**config.mk**
```make
export PLATFORM = sky130hd
export DESIGN_NAME = control_unit
export DESIGN_NICKNAME = d
export VERILOG_FILES = /design/src/rtl/control_unit.sv
export SDC_FILE = /design/constraint.sdc
export NUM_CORES = 1
export LEC_CHECK = 0
export BUFFER_PORTS_ARGS = -buffer_cell sky130_fd_sc_hd__buf_2
export CORE_AREA = 10 10 79 81
export DETAILED_ROUTE_END_ITERATION = 12
export DIE_AREA = 0 0 89 91
export GPL_ROUTABILITY_DRIVEN = 0
export GPL_TIMING_DRIVEN = 1
export HOLD_SLACK_MARGIN = 0.03
export SLEW_MARGIN = 20
export SYNTH_ARGS = -nofsm -noshare
export SYNTH_HDL_FRONTEND = slang
export SYNTH_SLANG_ARGS = --single-unit
```
**constraint.sdc**
```tcl
create_clock -name clk -period 2.9 [get_ports clk]
set_clock_uncertainty 0.2 [all_clocks]
set_input_delay 0.58 -clock clk [delete_from_list [all_inputs] [get_ports clk]]
set_output_delay 0.58 -clock clk [all_outputs]
set_load 0.03 [all_outputs]
```
**src/rtl/control_unit.sv**
```systemverilog
// rtl/control_unit.sv - Moore control FSM for the accumulator CPU (fetch/decode/execute).
// Optional conditional branches are enabled with `define CU_COND_BRANCH_EN.
module control_unit (
  input  logic       clk,
  input  logic       reset,
  input  logic [7:0] IR,
  input  logic [3:0] CCR_Result,
  output logic       IR_Load,
  output logic       MAR_Load,
  output logic       PC_Load,
  output logic       PC_Inc,
  output logic       A_Load,
  output logic       B_Load,
  output logic       CCR_Load,
  output logic [2:0] ALU_Sel,
  output logic [1:0] Bus1_Sel,
  output logic [1:0] Bus2_Sel,
  output logic       write
);

  localparam logic [7:0] OP_LDA_IMM = 8'h86, OP_LDB_IMM = 8'h88;
  localparam logic [7:0] OP_LDA_DIR = 8'h87, OP_LDB_DIR = 8'h89;
  localparam logic [7:0] OP_STA_DIR = 8'h96, OP_STB_DIR = 8'h97;
  localparam logic [7:0] OP_ADD_AB = 8'h42, OP_SUB_AB = 8'h43, OP_AND_AB = 8'h44;
  localparam logic [7:0] OP_OR_AB  = 8'h45, OP_XOR_AB = 8'h4A;
  localparam logic [7:0] OP_INCA = 8'h46, OP_DECA = 8'h48, OP_NOTA = 8'h4B;
  localparam logic [7:0] OP_INCB = 8'h47, OP_DECB = 8'h49, OP_NOTB = 8'h4C;
  localparam logic [7:0] OP_BRA = 8'h20;
  localparam logic [7:0] OP_BMI = 8'h21, OP_BPL = 8'h22, OP_BEQ = 8'h23, OP_BNE = 8'h24;
  localparam logic [7:0] OP_BVS = 8'h25, OP_BVC = 8'h26, OP_BCS = 8'h27, OP_BCC = 8'h28;

  localparam logic [2:0] ALU_ADD = 3'b000, ALU_SUB = 3'b001, ALU_AND = 3'b010, ALU_OR  = 3'b011;
  localparam logic [2:0] ALU_INC = 3'b100, ALU_DEC = 3'b101, ALU_XOR = 3'b110, ALU_NOT = 3'b111;

  localparam logic [1:0] B1_PC = 2'b00, B1_A = 2'b01, B1_B = 2'b10;
  localparam logic [1:0] B2_ALU = 2'b00, B2_BUS1 = 2'b01, B2_MEM = 2'b10;

  typedef enum logic [3:0] {
    ST_RST, ST_F0, ST_F1, ST_F2, ST_D3,
    ST_S4, ST_S5, ST_S6, ST_S7, ST_S8, ST_S4N
  } state_t;

  typedef enum logic [2:0] {
    CL_NONE, CL_LD_IMM, CL_LD_DIR, CL_ST_DIR, CL_ALU, CL_BRA, CL_BCC
  } cls_t;

  typedef struct packed {
    cls_t       cls;
    logic       use_b;
    logic [2:0] alu;
  } dec_t;

  function automatic dec_t decode(input logic [7:0] op);
    dec_t d;
    d.cls   = CL_NONE;
    d.use_b = 1'b0;
    d.alu   = ALU_ADD;
    case (op)
      OP_LDA_IMM: d.cls = CL_LD_IMM;
      OP_LDB_IMM: begin d.cls = CL_LD_IMM; d.use_b = 1'b1; end
      OP_LDA_DIR: d.cls = CL_LD_DIR;
      OP_LDB_DIR: begin d.cls = CL_LD_DIR; d.use_b = 1'b1; end
      OP_STA_DIR: d.cls = CL_ST_DIR;
      OP_STB_DIR: begin d.cls = CL_ST_DIR; d.use_b = 1'b1; end
      OP_ADD_AB:  begin d.cls = CL_ALU; d.alu = ALU_ADD; end
      OP_SUB_AB:  begin d.cls = CL_ALU; d.alu = ALU_SUB; end
      OP_AND_AB:  begin d.cls = CL_ALU; d.alu = ALU_AND; end
      OP_OR_AB:   begin d.cls = CL_ALU; d.alu = ALU_OR;  end
      OP_XOR_AB:  begin d.cls = CL_ALU; d.alu = ALU_XOR; end
      OP_INCA:    begin d.cls = CL_ALU; d.alu = ALU_INC; end
      OP_DECA:    begin d.cls = CL_ALU; d.alu = ALU_DEC; end
      OP_NOTA:    begin d.cls = CL_ALU; d.alu = ALU_NOT; end
      OP_INCB:    begin d.cls = CL_ALU; d.alu = ALU_INC; d.use_b = 1'b1; end
      OP_DECB:    begin d.cls = CL_ALU; d.alu = ALU_DEC; d.use_b = 1'b1; end
      OP_NOTB:    begin d.cls = CL_ALU; d.alu = ALU_NOT; d.use_b = 1'b1; end
      OP_BRA:     d.cls = CL_BRA;
      OP_BMI, OP_BPL, OP_BEQ, OP_BNE,
      OP_BVS, OP_BVC, OP_BCS, OP_BCC: d.cls = CL_BCC;
      default:    d.cls = CL_NONE;
    endcase
    return d;
  endfunction

  state_t     state_q, state_d;
  logic [7:0] op_q, op_d;
  dec_t       dec_ir, dec_q;
  logic       cond_true;

  assign dec_ir = decode(IR);
  assign dec_q  = decode(op_q);

`ifdef CU_COND_BRANCH_EN
  // Flags {N,Z,V,C}; only consulted while in D3.
  always_comb begin
    cond_true = 1'b0;
    case (IR)
      OP_BMI:  cond_true =  CCR_Result[3];
      OP_BPL:  cond_true = ~CCR_Result[3];
      OP_BEQ:  cond_true =  CCR_Result[2];
      OP_BNE:  cond_true = ~CCR_Result[2];
      OP_BVS:  cond_true =  CCR_Result[1];
      OP_BVC:  cond_true = ~CCR_Result[1];
      OP_BCS:  cond_true =  CCR_Result[0];
      OP_BCC:  cond_true = ~CCR_Result[0];
      default: cond_true = 1'b0;
    endcase
  end
`else
  logic unused_ccr;
  assign unused_ccr = ^CCR_Result;
  assign cond_true  = 1'b0;
`endif

  // The opcode is latched in D3 so execute states decode from registered state only.
  always_ff @(posedge clk or posedge reset) begin
    if (reset) begin
      state_q <= ST_RST;
      op_q    <= 8'h00;
    end else begin
      state_q <= state_d;
      op_q    <= op_d;
    end
  end

  always_comb begin
    state_d = state_q;
    op_d    = (state_q == ST_D3) ? IR : op_q;
    case (state_q)
      ST_RST: state_d = ST_F0;
      ST_F0:  state_d = ST_F1;
      ST_F1:  state_d = ST_F2;
      ST_F2:  state_d = ST_D3;
      ST_D3: begin
        case (dec_ir.cls)
          CL_NONE: state_d = ST_F0;
          CL_BCC:  state_d = cond_true ? ST_S4 : ST_S4N;
          default: state_d = ST_S4;
        endcase
      end
      ST_S4:  state_d = (dec_q.cls == CL_ALU) ? ST_F0 : ST_S5;
      ST_S5:  state_d = ST_S6;
      ST_S6:  state_d = (dec_q.cls == CL_LD_DIR || dec_q.cls == CL_ST_DIR) ? ST_S7 : ST_F0;
      ST_S7:  state_d = (dec_q.cls == CL_LD_DIR) ? ST_S8 : ST_F0;
      ST_S8:  state_d = ST_F0;
      ST_S4N: state_d = ST_F0;
      default: state_d = ST_RST;
    endcase
  end

  always_comb begin
    IR_Load  = 1'b0;
    MAR_Load = 1'b0;
    PC_Load  = 1'b0;
    PC_Inc   = 1'b0;
    A_Load   = 1'b0;
    B_Load   = 1'b0;
    CCR_Load = 1'b0;
    ALU_Sel  = ALU_ADD;
    Bus1_Sel = B1_PC;
    Bus2_Sel = B2_ALU;
    write    = 1'b0;
    case (state_q)
      ST_F0: begin
        Bus1_Sel = B1_PC;
        Bus2_Sel = B2_BUS1;
        MAR_Load = 1'b1;
      end
      ST_F1: PC_Inc = 1'b1;
      ST_F2: begin
        Bus2_Sel = B2_MEM;
        IR_Load  = 1'b1;
      end
      ST_S4: begin
        if (dec_q.cls == CL_ALU) begin
          ALU_Sel  = dec_q.alu;
          Bus1_Sel = dec_q.use_b ? B1_B : B1_A;
          Bus2_Sel = B2_ALU;
          A_Load   = ~dec_q.use_b;
          B_Load   = dec_q.use_b;
          CCR_Load = 1'b1;
        end else begin
          Bus1_Sel = B1_PC;
          Bus2_Sel = B2_BUS1;
          MAR_Load = 1'b1;
        end
      end
      ST_S5: PC_Inc = (dec_q.cls == CL_LD_IMM || dec_q.cls == CL_LD_DIR || dec_q.cls == CL_ST_DIR);
      ST_S6: begin
        Bus2_Sel = B2_MEM;
        case (dec_q.cls)
          CL_LD_IMM: begin A_Load = ~dec_q.use_b; B_Load = dec_q.use_b; end
          CL_LD_DIR, CL_ST_DIR: MAR_Load = 1'b1;
          CL_BRA, CL_BCC: PC_Load = 1'b1;
          default: ;
        endcase
      end
      ST_S7: begin
        if (dec_q.cls == CL_ST_DIR) begin
          Bus1_Sel = dec_q.use_b ? B1_B : B1_A;
          write    = 1'b1;
        end
      end
      ST_S8: begin
        Bus2_Sel = B2_MEM;
        A_Load   = ~dec_q.use_b;
        B_Load   = dec_q.use_b;
      end
      ST_S4N: PC_Inc = 1'b1;
      default: ;
    endcase
  end

endmodule

```
======== Yosys cells after proc, flatten, opt, wreduce, memory -nomap -nowiden ========
Cells that the tools add are included.
storage, ports and cells
  flip-flop bits (word level) ............. 12
  latch bits .............................. 0
  RAM bits ................................ 0
  memory bits (read-only) ................. 0
  input bits .............................. 14
  output and inout bits ................... 15
  word-level logic and storage cells ...... 130
  memories ................................ 0
cells by class
  add/subtract/negate cells ............... 0
  $mul .................................... 0
  div/mod/pow operators ................... 0
  order comparisons ....................... 0
  eq/ne operators ......................... 69
  shifts and indexed selects .............. 0
  multiplexer cells ....................... 34
  bitwise gates (word level) .............. 1
  reductions and logical operators ........ 24
operators by type and width
  cell                  number
  $eq A8 B7 Y1 const B  22
  $eq A8 B6 Y1 const B  18
  $eq A8 B8 Y1 const B  12
  $pmux W3 S6           2
  $pmux W4 S9           1
  $reduce_or A2 Y1      12
  $reduce_or A11 Y1     2
  $pmux W3 S7           1
  $eq A4 B3 Y1 const B  4
  $reduce_or A8 Y1      2
  $mux W1               15
  $eq A3 B3 Y1 const B  4
  $eq A4 B4 Y1 const B  3
  $mux W3               3
  $pmux W1 S3           3
  $eq A4 B2 Y1 const B  2
  $mux W4               2
  $pmux W4 S2           1
  $eq A3 B2 Y1 const B  2
  $mux W2               3
  $pmux W2 S3           1
  $reduce_or A3 Y1      2
  $reduce_or A6 Y1      1
  $eq A4 B1 Y1 const B  1
  7 further kinds       9

======== Longest topological paths before layout ========
  word-level depth ........................ 7
  depth in mapped cells ................... 7
  depth with buffers taken out ............ 6

======== Worst setup path before layout ========
No wires, ideal clock.
  path kind ............................... register -> output
  start ................................... register op_q[1]
  end ..................................... output port Bus1_Sel[0]
  arrival ................................. 2.078 ns
  required time ........................... 2.120 ns
  slack ................................... 0.042 ns
  stages on the path, launching flop included .. 6
  cell sequence ........................... dfrtp_1 or3_4 o32ai_2 o2111a_1 nor2_1 nor2b_1
between the ends
  cells in the longest elaborated chain, start to end .. 6
  elaborated cells on any way between the ends .. 40
RTL lines
  element                                                     RTL line  text
  start: declaration                                          85        logic [7:0] op_q, op_d;
  start signal: assignment                                    121       op_q <= op_d;
  $eq A8 B7 Y1 (tied with other cells)                        58        case (op)
  $reduce_or A11 Y1 (no source line) (tied with other cells)  --
  $pmux W3 S6 / $mux W1 (equally long branches)               58
  $eq A3 B2 Y1 (tied with other cells)                        198       if (dec_q.cls == CL_ST_DIR) begin
  $mux W2, on equally long branches                           198, 174
  $pmux W2 S2 *                                               162       case (state_q)
  end: declaration                                            16        output logic [1:0] Bus1_Sel,
Mark *: on every way between the ends. The rest lies on a longest branch, timed or not.

======== Worst setup path in the final report ========
  start ................................... register op_q[0]
  end ..................................... output port Bus1_Sel[0]
Same word-level chain as after synthesis.

==> flow_summary.ini <==
[status]
status = finished, violations left
violations = setup timing

[critical_path]
cp_top_family = simple AND/OR/NAND/NOR gates
critPathMaxStageDelay_ns = 0.43
critPathKind = reg2out
cpMostUsedCell = buf_4
crit_path_start_kind = register
crit_slowest_cell = dfrtp_2
reg2reg_from = op_q[4]
required_ns = 2.12
cp_num_buf_inv = 2
worstPathArrival_ns = 2.13
crit_start = op_q[0]
worstPathMaxFanout = 4
critPathCaptureType = primary output
crit_chain = or3_4 > o32ai_4 > buf_4 > o2111a_1 > nor2_1 > nor2b_1 > buf_4

[route]
drt-initial-drc-count = 100
vias_per_cell = 5.01
post_drt_wl_per_cell_um = 14.2
wirelength_um = 3050
num_vias = 1078
route.antenna.remaining_nets = 0
drc = 0
dr.pass1.iters = 5

[placement]
port_buffers = 24
dp.cells = 207
dpl-instance-area_um2 = 1290
dp_hpwl_um = 2370
pre_cts_slack_ns = 0.228

[clocking]
worstSkewPairLatency_ns = 0.23
cts-root-buf = clkbuf_8
clk_pin_slew_ns = 0.05
cts_max_path_buffers = 2
h-tree-depth = 1
tritoncts = yes
numCtsBuffers = 3
cts.sinks = 12

[global_routing]
grt_pass1_vias = 1002
grt_max_degree = 13
grt_pass1_wl_um = 4860
overflow = 0
track_usage_pct = 7.26
antenna_found_initial = 0

[timing]
grt_setup_unrepaired = true
final_hold_viol_count = 0
fmax_mhz = 344
setup_viol = 2
hold_ws_ns = 0.153
worst_slack_ns = -0.00925
finalCriticalPeriod_ns = 2.91
worst_pin_slew_ns = 0.474
setup_tns_ns = -0.0165
relSlewSlack_pct = 68.4
period_share_pct = 100
final-max-slew-violation-count = 0

[yosys]
syn-num-nets = 147
netlist_area_um2 = 1120
avgSynthCellArea_um2 = 8.46
ys_seq_area_share_pct = 26.7
synth_edf_count = 0
async_flop_share_pct = 100
ys.flop_type = dfrtp_1
syn_inst = 133
synth.distinct_cells = 46
synth-seq-cells = 12
synth_warnings = 0

[min_path]
hp-class = in2async

[floorplan]
num_io_pins = 29
die_height_um = 91
core_um2 = 4660
dieArea_um2 = 8100
fp-row-count = 25
die_x_um = 89
start_util_pct = 24.1

[layout]
antenna_cells = 0
syn_to_final_growth_pct = 31.5
layout-drive-gt1-share_pct = 38.5
final_area_um2 = 1480
utilization_pct = 31.7
nets = 177
final_cells = 215

[pwr]
p_leak_nw = 0.610
vdd_drop_max_mv = 0.234
power_mw = 1.45
p_per_area_nw_per_um2 = 980

[run]
cap_violations = 0
[report_power, final]
part	switching, mW	total, mW	internal [mW]
clock	0.0544	0.145	0.0910
combinational	0.475	0.885	0.409
sequential	0.169	0.420	0.251
[worst register-to-register path, stage by stage (launching register included)]
cell,delay [ns]
dfrtp_1,0.44
buf_4,0.20
nor4b_4,0.35
o2bb2ai_2,0.17
nand2_1,0.16
a21bo_1,0.23
a2111o_1,0.42
[state kept, by name, indices dropped and copies added (netlist names)]
name	cells
op_q	8
state_q	4
[kinds of logic (layout without fill, tap and decap cells)]
family                    Yosys count  count (layout)  synth area share, %
and+or+nand+nor                    56              56                 31.3
buffers and inverters              14              42                 6.67
xor gates and xnor gates            3               3                 2.34
DFF                                12              12                 26.7
AOI/OAI and AO/OA                  42              42                 27.0
muxes                               6               6                 6.01
[layout by cell type (no fill, tap or decap), types with 2 or more instances in the layout]
cell	Yosys	layout
nor3_1	3	3
nor4b_4	1	3
buf_6	2	2
inv_1	4	4
a21oi_1	9	8
nor2_1	13	13
nor3b_1	3	2
xnor2_1	3	3
dfrtp_2	0	3
buf_4	1	12
mux2_2	6	6
a211oi_1	3	3
o21a_1	2	2
o21ai_0	9	9
nor4b_1	2	2
nor2b_1	5	4
clkbuf_8	0	3
nand2b_1	4	4
o211ai_1	2	2
o31ai_1	2	2
and3_1	4	3
a32oi_1	2	2
nand2_1	12	12
dfrtp_1	12	9
buf_2	3	20
[layer usage]
metal	track usage [%]	up-vias	wire length, um
met5	0	-	0
met4	2.79	0	17
met3	2.50	2	207
met2	10.2	24	1360
met1	9.85	499	1470
li1	-	553	-
[worst paths after layout]
| path | slack [ns] | depth (start not counted) | end |
|---|---|---|---|
| setup / recovery | -0.009 | 7 | Bus1_Sel[0] |
| hold / removal | 0.15 | 2 | op_q[4] |
| setup reg to reg | 0.60 | 6 | state_q[0] |
| hold reg to reg | 0.37 | 1 | state_q[1] |
| max in group asynchronous | 2.00 | 2 | op_q[0] |
| min in group clk | 0.37 | 1 | state_q[1] |
[synth_stat cells (3+ instances only)]
library cell  count  area [um^2]
nor2_1           13         48.8
a211oi_1          3         22.5
nor3_1            3         15.0
nand2_1          12         45.0
nor2b_1           5         31.3
xnor2_1           3         26.3
nor3b_1           3         22.5
dfrtp_1          12          300
nand2b_1          4         25.0
clkbuf_1          3         11.3
mux2_2            6         67.6
o21ai_0           9         45.0
buf_2             3         15.0
a21oi_1           9         45.0
inv_1             4         15.0
and3_1            4         25.0
[final cells by class]
type	count	area, um^2
Clock buffer	3	41.3
Fill cell	497	3180
Inverter	5	18.8
Multi-Input combinational cell	107	835
Sequential cell	12	304
Tap cell	54	67.6
Timing Repair Buffer	34	213
[repair_timing]
action | in CTS | in global routing
gates resized for setup | 8 | 16
buffers inserted | 0 | 5
hold endpoints to repair | 0 | 0
pin swaps | 0 | 7
hold buffers | 0 | 0
endpoints found under the setup margin | 2 | 5
No activity file was read; power rests on OpenSTA's default activity.
